--- src/rtl/lcd_char_ctrl.sv ---
// HD44780-compatible character LCD controller (8-bit, write-only bus).
// Text lives in an internal ROWS*COLS buffer written through a byte port.
// After the power-on wait and the init commands, the buffer is streamed to
// the panel one row at a time. Each row starts with a DDRAM address command.
// Scanning is either continuous or on demand (buffer dirty / refresh_req).
module lcd_char_ctrl #(
  parameter int CLK_HZ       = 50_000_000,
  parameter int COLS         = 16,
  parameter int ROWS         = 2,
  parameter int AUTO_REFRESH = 1,
  parameter int T_PWR_US     = 40_000,
  parameter int T_CMD_US     = 50,
  parameter int T_CLR_US     = 2_000,
  parameter int T_EN_NS      = 500,
  localparam int AW          = $clog2(ROWS * COLS)
) (
  input  logic          clk,
  input  logic          rst_n,
  input  logic          wr_en,
  input  logic [AW-1:0] wr_addr,
  input  logic [7:0]    wr_data,
  input  logic          refresh_req,
  output logic          lcd_rs,
  output logic          lcd_rw,
  output logic          lcd_en,
  output logic [7:0]    lcd_data,
  output logic          init_done,
  output logic          frame_done
);

  localparam int CELLS = ROWS * COLS;

  // Cycle counts are rounded up so that every delay is at least the
  // datasheet minimum at any clock frequency.
  localparam longint PWR_L = (longint'(T_PWR_US) * longint'(CLK_HZ) + longint'(999_999)) / longint'(1_000_000);
  localparam longint CMD_L = (longint'(T_CMD_US) * longint'(CLK_HZ) + longint'(999_999)) / longint'(1_000_000);
  localparam longint CLR_L = (longint'(T_CLR_US) * longint'(CLK_HZ) + longint'(999_999)) / longint'(1_000_000);
  localparam longint EN_L  = (longint'(T_EN_NS)  * longint'(CLK_HZ) + longint'(999_999_999)) / longint'(1_000_000_000);
  localparam int PWR_CYC = (PWR_L < 1) ? 1 : int'(PWR_L);
  localparam int CMD_CYC = (CMD_L < 1) ? 1 : int'(CMD_L);
  localparam int CLR_CYC = (CLR_L < 1) ? 1 : int'(CLR_L);
  localparam int EN_CYC  = (EN_L  < 1) ? 1 : int'(EN_L);

  typedef enum logic [2:0] {S_PWR, S_INIT, S_ROW, S_CHAR, S_END, S_IDLE} state_t;
  typedef enum logic [1:0] {PH_SETUP, PH_EN, PH_HOLD} phase_t;

  state_t        r_state, w_state_next;
  phase_t        r_phase, w_phase_next;
  logic [31:0]   r_cnt, w_cnt_next;
  logic [1:0]    r_init_idx, w_init_idx_next;
  logic [1:0]    r_row, w_row_next;
  logic [5:0]    r_col, w_col_next;
  logic          r_rs;
  logic [7:0]    r_data;
  logic          r_init_done;
  logic          r_dirty;
  logic          r_stale;
  logic          r_pend;
  logic [AW:0]   r_sent;
  logic [7:0]    r_buf [CELLS];

  logic          w_load;
  logic          w_load_char;
  logic          w_load_rs;
  logic [7:0]    w_load_data;
  logic          w_tx_done;
  logic          w_init_done_set;
  logic          w_end;
  logic          w_leave_idle;
  logic          w_in_tx;
  logic [31:0]   w_hold_last;
  logic          w_wr_ok;
  logic [AW:0]   w_frontier;
  logic          w_stale_wr;

  function automatic logic [7:0] f_init_cmd(input logic [1:0] i);
    case (i)
      2'd0:    return 8'h38;
      2'd1:    return 8'h0C;
      2'd2:    return 8'h01;
      default: return 8'h06;
    endcase
  endfunction

  // Row r starts at 0x00, 0x40, COLS, 0x40+COLS (4-row panels interleave).
  function automatic logic [7:0] f_row_cmd(input logic [1:0] r);
    logic [7:0] base;
    base = (r[0] ? 8'h40 : 8'h00) + (r[1] ? 8'(COLS) : 8'h00);
    return 8'h80 | base;
  endfunction

  function automatic logic [AW-1:0] f_idx(input logic [1:0] r, input logic [5:0] c);
    return AW'(int'(r) * COLS + int'(c));
  endfunction

  assign w_in_tx     = (r_state == S_INIT) || (r_state == S_ROW) || (r_state == S_CHAR);
  // The clear command needs the long wait; everything else uses the short one.
  assign w_hold_last = (!r_rs && r_data == 8'h01) ? 32'(CLR_CYC - 1) : 32'(CMD_CYC - 1);
  assign w_wr_ok     = wr_en && ({1'b0, wr_addr} < (AW + 1)'(CELLS));
  // Cells below the frontier have already been sampled this frame, including
  // one sampled on this very edge (so a same-cycle write sends the old value).
  assign w_frontier  = r_sent + (AW + 1)'(w_load_char);
  assign w_stale_wr  = w_wr_ok && ({1'b0, wr_addr} < w_frontier);

  // Next-state logic: transaction phase sequencing plus frame walk.
  always_comb begin
    w_state_next    = r_state;
    w_phase_next    = r_phase;
    w_cnt_next      = r_cnt + 32'd1;
    w_init_idx_next = r_init_idx;
    w_row_next      = r_row;
    w_col_next      = r_col;
    w_load          = 1'b0;
    w_load_char     = 1'b0;
    w_load_rs       = 1'b0;
    w_load_data     = 8'h00;
    w_tx_done       = 1'b0;
    w_init_done_set = 1'b0;
    w_end           = 1'b0;
    w_leave_idle    = 1'b0;

    if (w_in_tx) begin
      case (r_phase)
        PH_SETUP: begin
          w_phase_next = PH_EN;
          w_cnt_next   = 32'd0;
        end
        PH_EN: begin
          if (r_cnt == 32'(EN_CYC - 1)) begin
            w_phase_next = PH_HOLD;
            w_cnt_next   = 32'd0;
          end
        end
        PH_HOLD: begin
          if (r_cnt == w_hold_last) w_tx_done = 1'b1;
        end
        default: w_phase_next = PH_SETUP;
      endcase
    end

    case (r_state)
      S_PWR: begin
        if (r_cnt == 32'(PWR_CYC - 1)) begin
          w_state_next    = S_INIT;
          w_init_idx_next = 2'd0;
          w_load          = 1'b1;
          w_load_data     = f_init_cmd(2'd0);
        end
      end
      S_INIT: begin
        if (w_tx_done) begin
          if (r_init_idx == 2'd3) begin
            w_state_next    = S_ROW;
            w_row_next      = 2'd0;
            w_init_done_set = 1'b1;
            w_load          = 1'b1;
            w_load_data     = f_row_cmd(2'd0);
          end else begin
            w_init_idx_next = r_init_idx + 2'd1;
            w_load          = 1'b1;
            w_load_data     = f_init_cmd(r_init_idx + 2'd1);
          end
        end
      end
      S_ROW: begin
        if (w_tx_done) begin
          w_state_next = S_CHAR;
          w_col_next   = 6'd0;
          w_load_char  = 1'b1;
        end
      end
      S_CHAR: begin
        if (w_tx_done) begin
          if (r_col == 6'(COLS - 1)) begin
            if (r_row == 2'(ROWS - 1)) begin
              w_state_next = S_END;
            end else begin
              w_state_next = S_ROW;
              w_row_next   = r_row + 2'd1;
              w_load       = 1'b1;
              w_load_data  = f_row_cmd(r_row + 2'd1);
            end
          end else begin
            w_col_next  = r_col + 6'd1;
            w_load_char = 1'b1;
          end
        end
      end
      S_END: begin
        w_end = 1'b1;
        if (AUTO_REFRESH != 0) begin
          w_state_next = S_ROW;
          w_row_next   = 2'd0;
          w_load       = 1'b1;
          w_load_data  = f_row_cmd(2'd0);
        end else begin
          w_state_next = S_IDLE;
        end
      end
      S_IDLE: begin
        w_cnt_next = 32'd0;
        if (r_dirty || r_pend) begin
          w_leave_idle = 1'b1;
          w_state_next = S_ROW;
          w_row_next   = 2'd0;
          w_load       = 1'b1;
          w_load_data  = f_row_cmd(2'd0);
        end
      end
      default: w_state_next = S_PWR;
    endcase

    if (w_load_char) begin
      w_load      = 1'b1;
      w_load_rs   = 1'b1;
      w_load_data = r_buf[f_idx(w_row_next, w_col_next)];
    end
    if (w_load) begin
      w_phase_next = PH_SETUP;
      w_cnt_next   = 32'd0;
    end
  end

  // Sequencer state register.
  always_ff @(posedge clk or negedge rst_n) begin
    if (!rst_n) begin
      r_state    <= S_PWR;
      r_phase    <= PH_SETUP;
      r_cnt      <= 32'd0;
      r_init_idx <= 2'd0;
      r_row      <= 2'd0;
      r_col      <= 6'd0;
    end else begin
      r_state    <= w_state_next;
      r_phase    <= w_phase_next;
      r_cnt      <= w_cnt_next;
      r_init_idx <= w_init_idx_next;
      r_row      <= w_row_next;
      r_col      <= w_col_next;
    end
  end

  // Bus byte and RS are captured at the start of SETUP and held to the end of HOLD.
  always_ff @(posedge clk or negedge rst_n) begin
    if (!rst_n) begin
      r_rs   <= 1'b0;
      r_data <= 8'h00;
    end else if (w_load) begin
      r_rs   <= w_load_rs;
      r_data <= w_load_data;
    end
  end

  // init_done is sticky until reset; init is never repeated.
  always_ff @(posedge clk or negedge rst_n) begin
    if (!rst_n) r_init_done <= 1'b0;
    else if (w_init_done_set) r_init_done <= 1'b1;
  end

  // Frame bookkeeping: dirty, late-write and pending-refresh flags.
  always_ff @(posedge clk or negedge rst_n) begin
    if (!rst_n) begin
      r_dirty <= 1'b0;
      r_stale <= 1'b0;
      r_pend  <= 1'b0;
      r_sent  <= '0;
    end else begin
      if (w_wr_ok) r_dirty <= 1'b1;
      else if (w_end && !r_stale) r_dirty <= 1'b0;

      if (w_end) r_stale <= 1'b0;
      else if (w_stale_wr) r_stale <= 1'b1;

      if (refresh_req) r_pend <= 1'b1;
      else if (w_leave_idle) r_pend <= 1'b0;

      if (w_end) r_sent <= '0;
      else if (w_load_char) r_sent <= r_sent + (AW + 1)'(1);
    end
  end

  // Display buffer; reset fills every cell with a space.
  always_ff @(posedge clk or negedge rst_n) begin
    if (!rst_n) begin
      for (int i = 0; i < CELLS; i++) r_buf[i] <= 8'h20;
    end else if (w_wr_ok) begin
      r_buf[wr_addr] <= wr_data;
    end
  end

  assign lcd_rs     = r_rs;
  assign lcd_rw     = 1'b0;
  assign lcd_en     = w_in_tx && (r_phase == PH_EN);
  assign lcd_data   = r_data;
  assign init_done  = r_init_done;
  assign frame_done = (r_state == S_END);

endmodule

--- config.mk ---
export PLATFORM = sky130hd
export DESIGN_NAME = lcd_char_ctrl
export DESIGN_NICKNAME = d
export VERILOG_FILES = /design/src/rtl/lcd_char_ctrl.sv
export SDC_FILE = /design/constraint.sdc
export NUM_CORES = 1
export LEC_CHECK = 0
export CORE_MARGIN = 8
export CORE_UTILIZATION = 45
export DETAILED_ROUTE_END_ITERATION = 8
export SYNTH_ARGS = -nofsm -noshare
export SYNTH_HDL_FRONTEND = slang
export SYNTH_SLANG_ARGS = --single-unit
--- constraint.sdc ---
create_clock -name clk -period 3.7 [get_ports clk]
set_clock_uncertainty 0.05 [all_clocks]
set_input_delay 0.74 -clock clk [delete_from_list [all_inputs] [get_ports clk]]
set_output_delay 0.74 -clock clk [all_outputs]
set_load 0.01 [all_outputs]
==> summary.txt, run 1 <==
residual DRC count -> 0
failing checks -> negative setup slack
initial DRC count -> 788
share of post-route cells with drive strength above 1 -> 0.372
fin util -> 0.555
Ports -> 30
initial antenna violation count -> 1
Area contributors post-synth -> dfrtp_1 (45%), mux2_2 (19%), dfstp_2 (5.2%)
Post-Layout Inst Area -> 19700 µm²
dpl ws -> -0.308 ns
post-route setup slack -> -0.123 ns
Final #Nets -> 1628
register area share after synthesis -> 0.500
crit end category -> flip-flop
Placer Congestion -> 0.931
crit path kind -> flip-flop to flip-flop
relative slew slack -> 0.531
IO buf count -> 28
vias per inst -> 5.81
Pre-Repair DR Iteration Count -> 5
fin crit share -> 1.03
H-tree levels -> 2
#FFs+latches synth -> 322
Die H -> 206 µm
slowest CP cell -> or4_4
final setup fails -> 8
static leakage -> 8.68 nW
clock-pin slew on the worst setup and hold paths -> 0.06 ns
async set-reset flop share out of synthesis -> 1.00
Syn. warnings -> 0
startpoint types -> flip-flop
Tot GR Track Use -> 0.219
final hold slack -> 0.147 ns
ANT cells -> 0
CTS Buf Count -> 37
max capacitance violation total -> 0
Area growth syn-to-layout -> 21.5%
CP arrival -> 4.20 ns
Synthesized Nets -> 1472
outcome -> finished, violations left
DIE AREA -> 42300 µm²
hold bufs inserted after CTS -> 0
share of Yosys cell area claimed by the top area cell type -> 0.448
Remaining Overflow, GRT -> 0
clk root buf -> clkbuf_16
Hold/Removal Path Class -> input pin to async pin
vias post-DR -> 12100
fin crit period -> 3.82 ns
wire length per cell -> 21.9 µm
Die W -> 206 µm
area of the core -> 35500 µm²
synthesized instance count -> 1440
Slew Viols, Final -> 0
CP max stage delay -> 0.54 ns
Required @ worst endpoint -> 4.08 ns
Area after DPL -> 18100 µm²
worst-case clock buffer depth -> 3
first-pass GRT wire length -> 72100 µm
cell taking the most area after synthesis -> dfrtp_1
number of global-route vias before repair -> 12600
RSZ-0062 raised after global routing -> yes
Row Count -> 69
Initial Util -> 0.457
largest net degree at the start of global routing -> 81
CTS tree -> built
Worst IR Drop VDD -> 0.541 mV
Mean Syn Cell Area -> 11.3 µm²
Detailed Place HPWL -> 31200 µm
CP max FO -> 8
Post-synth EDFFs -> 0
Synth Flop Type -> dfrtp_1
Synth cell types -> 86
clock sinks -> 322
clock latency on the worst-skew pair -> 0.54 ns
most frequent CP cell -> or4_4
final hold violation count -> 0
fmax -> 262 MHz
synthesized area -> 16200 µm²
DRT antenna net count -> 0
Least-Margin Pin Slew -> 0.698 ns
total wire length -> 45600 µm
worst-path cell chain -> or4_4 > or4_4 > or2_4 > o41ai_4 > o41a_4 > xor2_4 > buf_12 > buf_6 > a2111oi_0 > nor4_1 > o21ai_1 > a211o_1
PwrDens -> 461 nW/µm²
## worst paths after layout
kind                       slack (ns)           to  cells after the start  startpoint
min                              0.15     r_cnt[3]                      1       rst_n
min reg2reg                      0.40    init_done                      1   init_done
max reg2reg                     -0.12  lcd_data[1]                     12   r_cnt[17]
max                             -0.12  lcd_data[1]                     12   r_cnt[17]
min in group clk                 0.40    init_done                      1   init_done
max in group asynchronous        2.50   r_buf[109]                      2       rst_n
## repair_timing
action / CTS / global route
pin swaps: 4 / 5
resized for setup: 45 / 26
setup buffers: 7 / 6
endpoints found under the setup margin: 9 / 40
## flip-flops by register name, indices dropped and copies added (netlist names), 2 cells and up
name	flops
lcd_data	8
r_buf	256
r_cnt	32
r_col	6
r_init_idx	2
r_phase	2
r_row	2
r_sent	6
r_state	3
## power by group
group | leakage (nW) | switching, mW | internal (mW)
Sequential | 4.09 | 0.283 | 4.12
Combinational | 4.01 | 0.469 | 0.623
Clock | 0.578 | 1.44 | 2.13
## metrics by stage
stage	TNS, ns	power (mW)	std cells
after floorplan	0	5.13	1440
after global placement	-1.50	5.48	2005
after detailed placement	-1.81	5.53	2005
after CTS	-0.328	9.14	2077
after global routing	-1.34	9.47	2083
final	-0.538	9.07	2083
## layout make-up
class | instances | area (µm²)
clock buffer | 59 | 1120
fill | 3074 | 15800
multi-input combinational | 1015 | 7940
sequential | 322 | 8100
tap | 461 | 577
inverter | 16 | 65.1
clock inverter | 6 | 57.6
timing repair buffer | 204 | 1830
## kinds of logic (layout without fill, tap and decap cells)
group / after synthesis / in the layout / synth area share
compound gates: 150 / 150 / 0.0662
flops: 322 / 322 / 0.500
buf+inv: 103 / 285 / 0.0280
fa+ha+maj: 15 / 15 / 0.0116
other cells: 1 / 1 / 0.000231
simple gates: 472 / 472 / 0.139
xor+xnor: 40 / 40 / 0.0239
mux: 337 / 337 / 0.231
## routing by layer
layer | up-vias | global-route usage | wire length, µm
met5 | - | 0 | 0
met4 | 0 | 0.0784 | 1480
met3 | 90 | 0.0464 | 2920
met2 | 343 | 0.339 | 20600
met1 | 6163 | 0.300 | 20500
li1 | 5502 | - | -
## worst max-delay path, delay by kind of cell (launching register included)
family / cells / cell delay (ns)
simple gates: 4 / 1.63
buf+inv: 2 / 0.28
flops: 1 / 0.38
xor+xnor: 1 / 0.25
compound gates: 5 / 1.12
## synth_stat cells, types with 6 or more instances
library cell  instances
mux2i_1              58
o21ai_0              21
xnor2_1               8
o22ai_1               6
and3_1               25
xor2_1               30
nand4_1              25
dfrtp_1             290
nor4_1               15
clkbuf_1             60
a2111oi_0            11
a221oi_1             10
nor2_1              100
nand3_1              73
a21oi_1              35
nand2b_1              7
nand2_1             164
ha_1                 15
buf_2                15
inv_1                13
nor3_1               10
dfstp_2              32
nor2b_1               8
mux2_2              276
## cell usage in the layout, fill, tap and decap left out, types with 7 or more instances in the layout
cell type / n
mux2i_1: 57
inv_1: 10
o21ai_0: 18
xor2_1: 30
nand4_1: 25
a221oi_1: 8
nor2_1: 95
nand3_1: 72
buf_6: 9
buf_4: 152
dfrtp_1: 290
nor4_1: 13
nor3_1: 8
nand2b_1: 7
buf_12: 15
mux2_2: 275
clkbuf_8: 11
and3_1: 25
clkdlybuf4s50_1: 27
nor2b_1: 8
ha_1: 12
dfstp_2: 32
nand2_1: 163
clkbuf_1: 11
clkbuf_16: 37
a21oi_1: 33
xnor2_1: 8
(Power assumes the default switching activity.)
==> run 2: changes to the inputs <==
--- a/config.mk
+++ b/config.mk
@@ -8,6 +8,7 @@
 export CORE_MARGIN = 8
 export CORE_UTILIZATION = 45
 export DETAILED_ROUTE_END_ITERATION = 8
+export GPL_TIMING_DRIVEN = 0
 export SYNTH_ARGS = -nofsm -noshare
 export SYNTH_HDL_FRONTEND = slang
 export SYNTH_SLANG_ARGS = --single-unit
==> run 2 against run 1 <==
The run still ends with negative setup slack left. Final cell count down 2.1%. Register-to-register slack worse by 0.05 ns. Hold slack better by 0.019 ns. Sequential power about the same. Non-clock buffer count down 44. Clock power up 2%. Count of clock-buffer cells in the layout down 4. Critical path type unchanged. Critical endpoint is now lcd_data[7]. Largest cell class is now multi-input combinational cells.
==> summary.txt, run 2 (same netlist as run 1, synthesis figures left out) <==
CTS Buf Count -> 37
Slew Viols, Final -> 0
clock-pin slew on the worst setup and hold paths -> 0.06 ns
CTS tree -> built
initial antenna violation count -> 0
relative slew slack -> 0.103
largest net degree at the start of global routing -> 95
fin crit share -> 1.05
outcome -> finished, violations left
setup_tns -> -1.01 ns
Placer Congestion -> 0.904
initial DRC count -> 1084
Detailed Place HPWL -> 34000 µm
clk root buf -> clkbuf_16
Most flops, register -> r_buf
Finished Layout Cells -> 2039
Flop pwr share -> 0.482
startpoint types -> flip-flop
fin crit period -> 3.87 ns
fmax -> 258 MHz
final setup fails -> 8
max capacitance violation total -> 0
commonest cells after routing, fill and taps aside -> dfrtp_1 (286), mux2_2 (273), nand2_1 (161)
Clock power frac -> 0.397
CP startpoint -> r_cnt[17]
Worst Reg-to-Reg Cells -> 14
first-pass GRT wire length -> 76900 µm
Multi-input gate area -> 8290 µm²
clock sinks -> 322
Area after DPL -> 17200 µm²
Required @ worst endpoint -> 4.12 ns
Post-Layout Inst Area -> 19600 µm²
Final #Nets -> 1584
ANT cells -> 0
share of post-route cells with drive strength above 1 -> 0.356
CP max FO -> 10
FF-to-FF Start -> r_cnt[17]
worst-case clock buffer depth -> 3
post-route setup slack -> -0.174 ns
fin util -> 0.554
final hold slack -> 0.165 ns
CP arrival -> 4.29 ns
RSZ-0062 raised after global routing -> yes
cell-internal power -> 6.88 mW
vias post-DR -> 12300
number of global-route vias before repair -> 12300
reg2reg end -> lcd_data[7]
DIE AREA -> 42300 µm²
Remaining Overflow, GRT -> 0
total wire length -> 50400 µm
Die H -> 206 µm
Switching Share -> 0.248
max FFs per register -> 256
wire length per cell -> 24.7 µm
failing checks -> negative setup slack
Die W -> 206 µm
vias per inst -> 6.05
Hold/Removal Path Class -> input pin to async pin
Row Count -> 69
DRT antenna net count -> 0
crit path capture -> lcd_data[7]
Least-Margin Pin Slew -> 1.34 ns
placed cells -> 1933
area of the core -> 35500 µm²
crit end category -> flip-flop
residual DRC count -> 0
Tot GR Track Use -> 0.241
static leakage -> 8.42 nW
crit path kind -> flip-flop to flip-flop
Reg area -> 8100 µm²
setup slack, reg-to-reg -> -0.17 ns
combinational group share of total power -> 0.122
switching pwr -> 2.26 mW
commonest non-fill, non-tap cell in the layout -> dfrtp_1
final hold violation count -> 0
PwrDens -> 465 nW/µm²
Ports -> 30
clock latency on the worst-skew pair -> 0.55 ns
Area growth syn-to-layout -> 21.2%
Pre-Repair DR Iteration Count -> 5
FILL cells -> 2962
IO buf count -> 28
Initial Util -> 0.457
Worst IR Drop VDD -> 0.463 mV
H-tree levels -> 2
## run 2: cell types whose count changed in the layout (fill, tap and decap cells not counted), moves of 6 or more
cell	change
buf_4	-112
buf_6	+7
clkbuf_1	+39
clkbuf_4	+6
mux2i_1	-7
## run 2: power groups by stage
stage               Clock, mW  Combinational, mW  Sequential (mW)
global placement            0               1.01             4.43
CTS                      3.68               1.09             4.39
floorplan                   0              0.770             4.35
global route             3.83               1.22             4.46
detailed placement          0               1.05             4.44
finish                   3.63               1.11             4.40
## run 2: area by class of cell
type                            instances  area share
Timing Repair Buffer                   75      0.0399
Tap cell                              461      0.0294
Multi-Input combinational cell       1015       0.422
Inverter                               16     0.00344
Clock inverter                         10     0.00440
Clock buffer                           55      0.0562
Buffer                                 85      0.0319
Sequential cell                       322       0.413
## run 2: repair_timing
item                                   CTS  global route
endpoints found under the hold margin    0             0
gates resized for setup                165            70
gates cloned                             1             0
hold buffers                             0             0
pin swaps                               26            29
buffers inserted                        32            10
setup endpoints to repair               43            39
## run 2: stage by stage
stage,power [mW],worst slack [ns]
floorplan,5.13,0.0392
global placement,5.44,-12.46
detailed placement,5.49,-1.60
CTS,9.16,-0.294
global route,9.50,-0.235
finish,9.14,-0.174
## run 2: how the worst min path moves through the flow
stage | from | to | slack [ns] | cells past startpoint
CTS | rst_n | r_cnt[3] | 0.18 | 1
floorplan | rst_n | init_done | 0.39 | 0
global route | rst_n | r_cnt[10] | 0.22 | 1
finish | rst_n | r_cnt[3] | 0.17 | 1
global placement | init_done | init_done | 0.40 | 1
detailed placement | init_done | init_done | 0.40 | 1
## run 2: critical path, cell delays in order (launching register included)
cell	delay [ns]
dfrtp_1	0.37
or4_4	0.54
or4_4	0.46
buf_4	0.17
nor4_2	0.24
a22o_1	0.28
a21oi_4	0.10
buf_6	0.16
buf_12	0.14
buf_12	0.15
buf_6	0.14
a21oi_1	0.12
nor3_1	0.08
or4_4	0.56
o31ai_4	0.22
## run 2: routing by layer
| metal | GRT usage | vias to the layer above | part of all wire |
|---|---|---|---|
| met2 | 0.374 | 511 | 0.45 |
| met4 | 0.100 | 0 | 0.042 |
| met1 | 0.332 | 6293 | 0.43 |
| li1 | - | 5413 | - |
| met3 | 0.0365 | 122 | 0.074 |
| met5 | 0 | - | 0 |
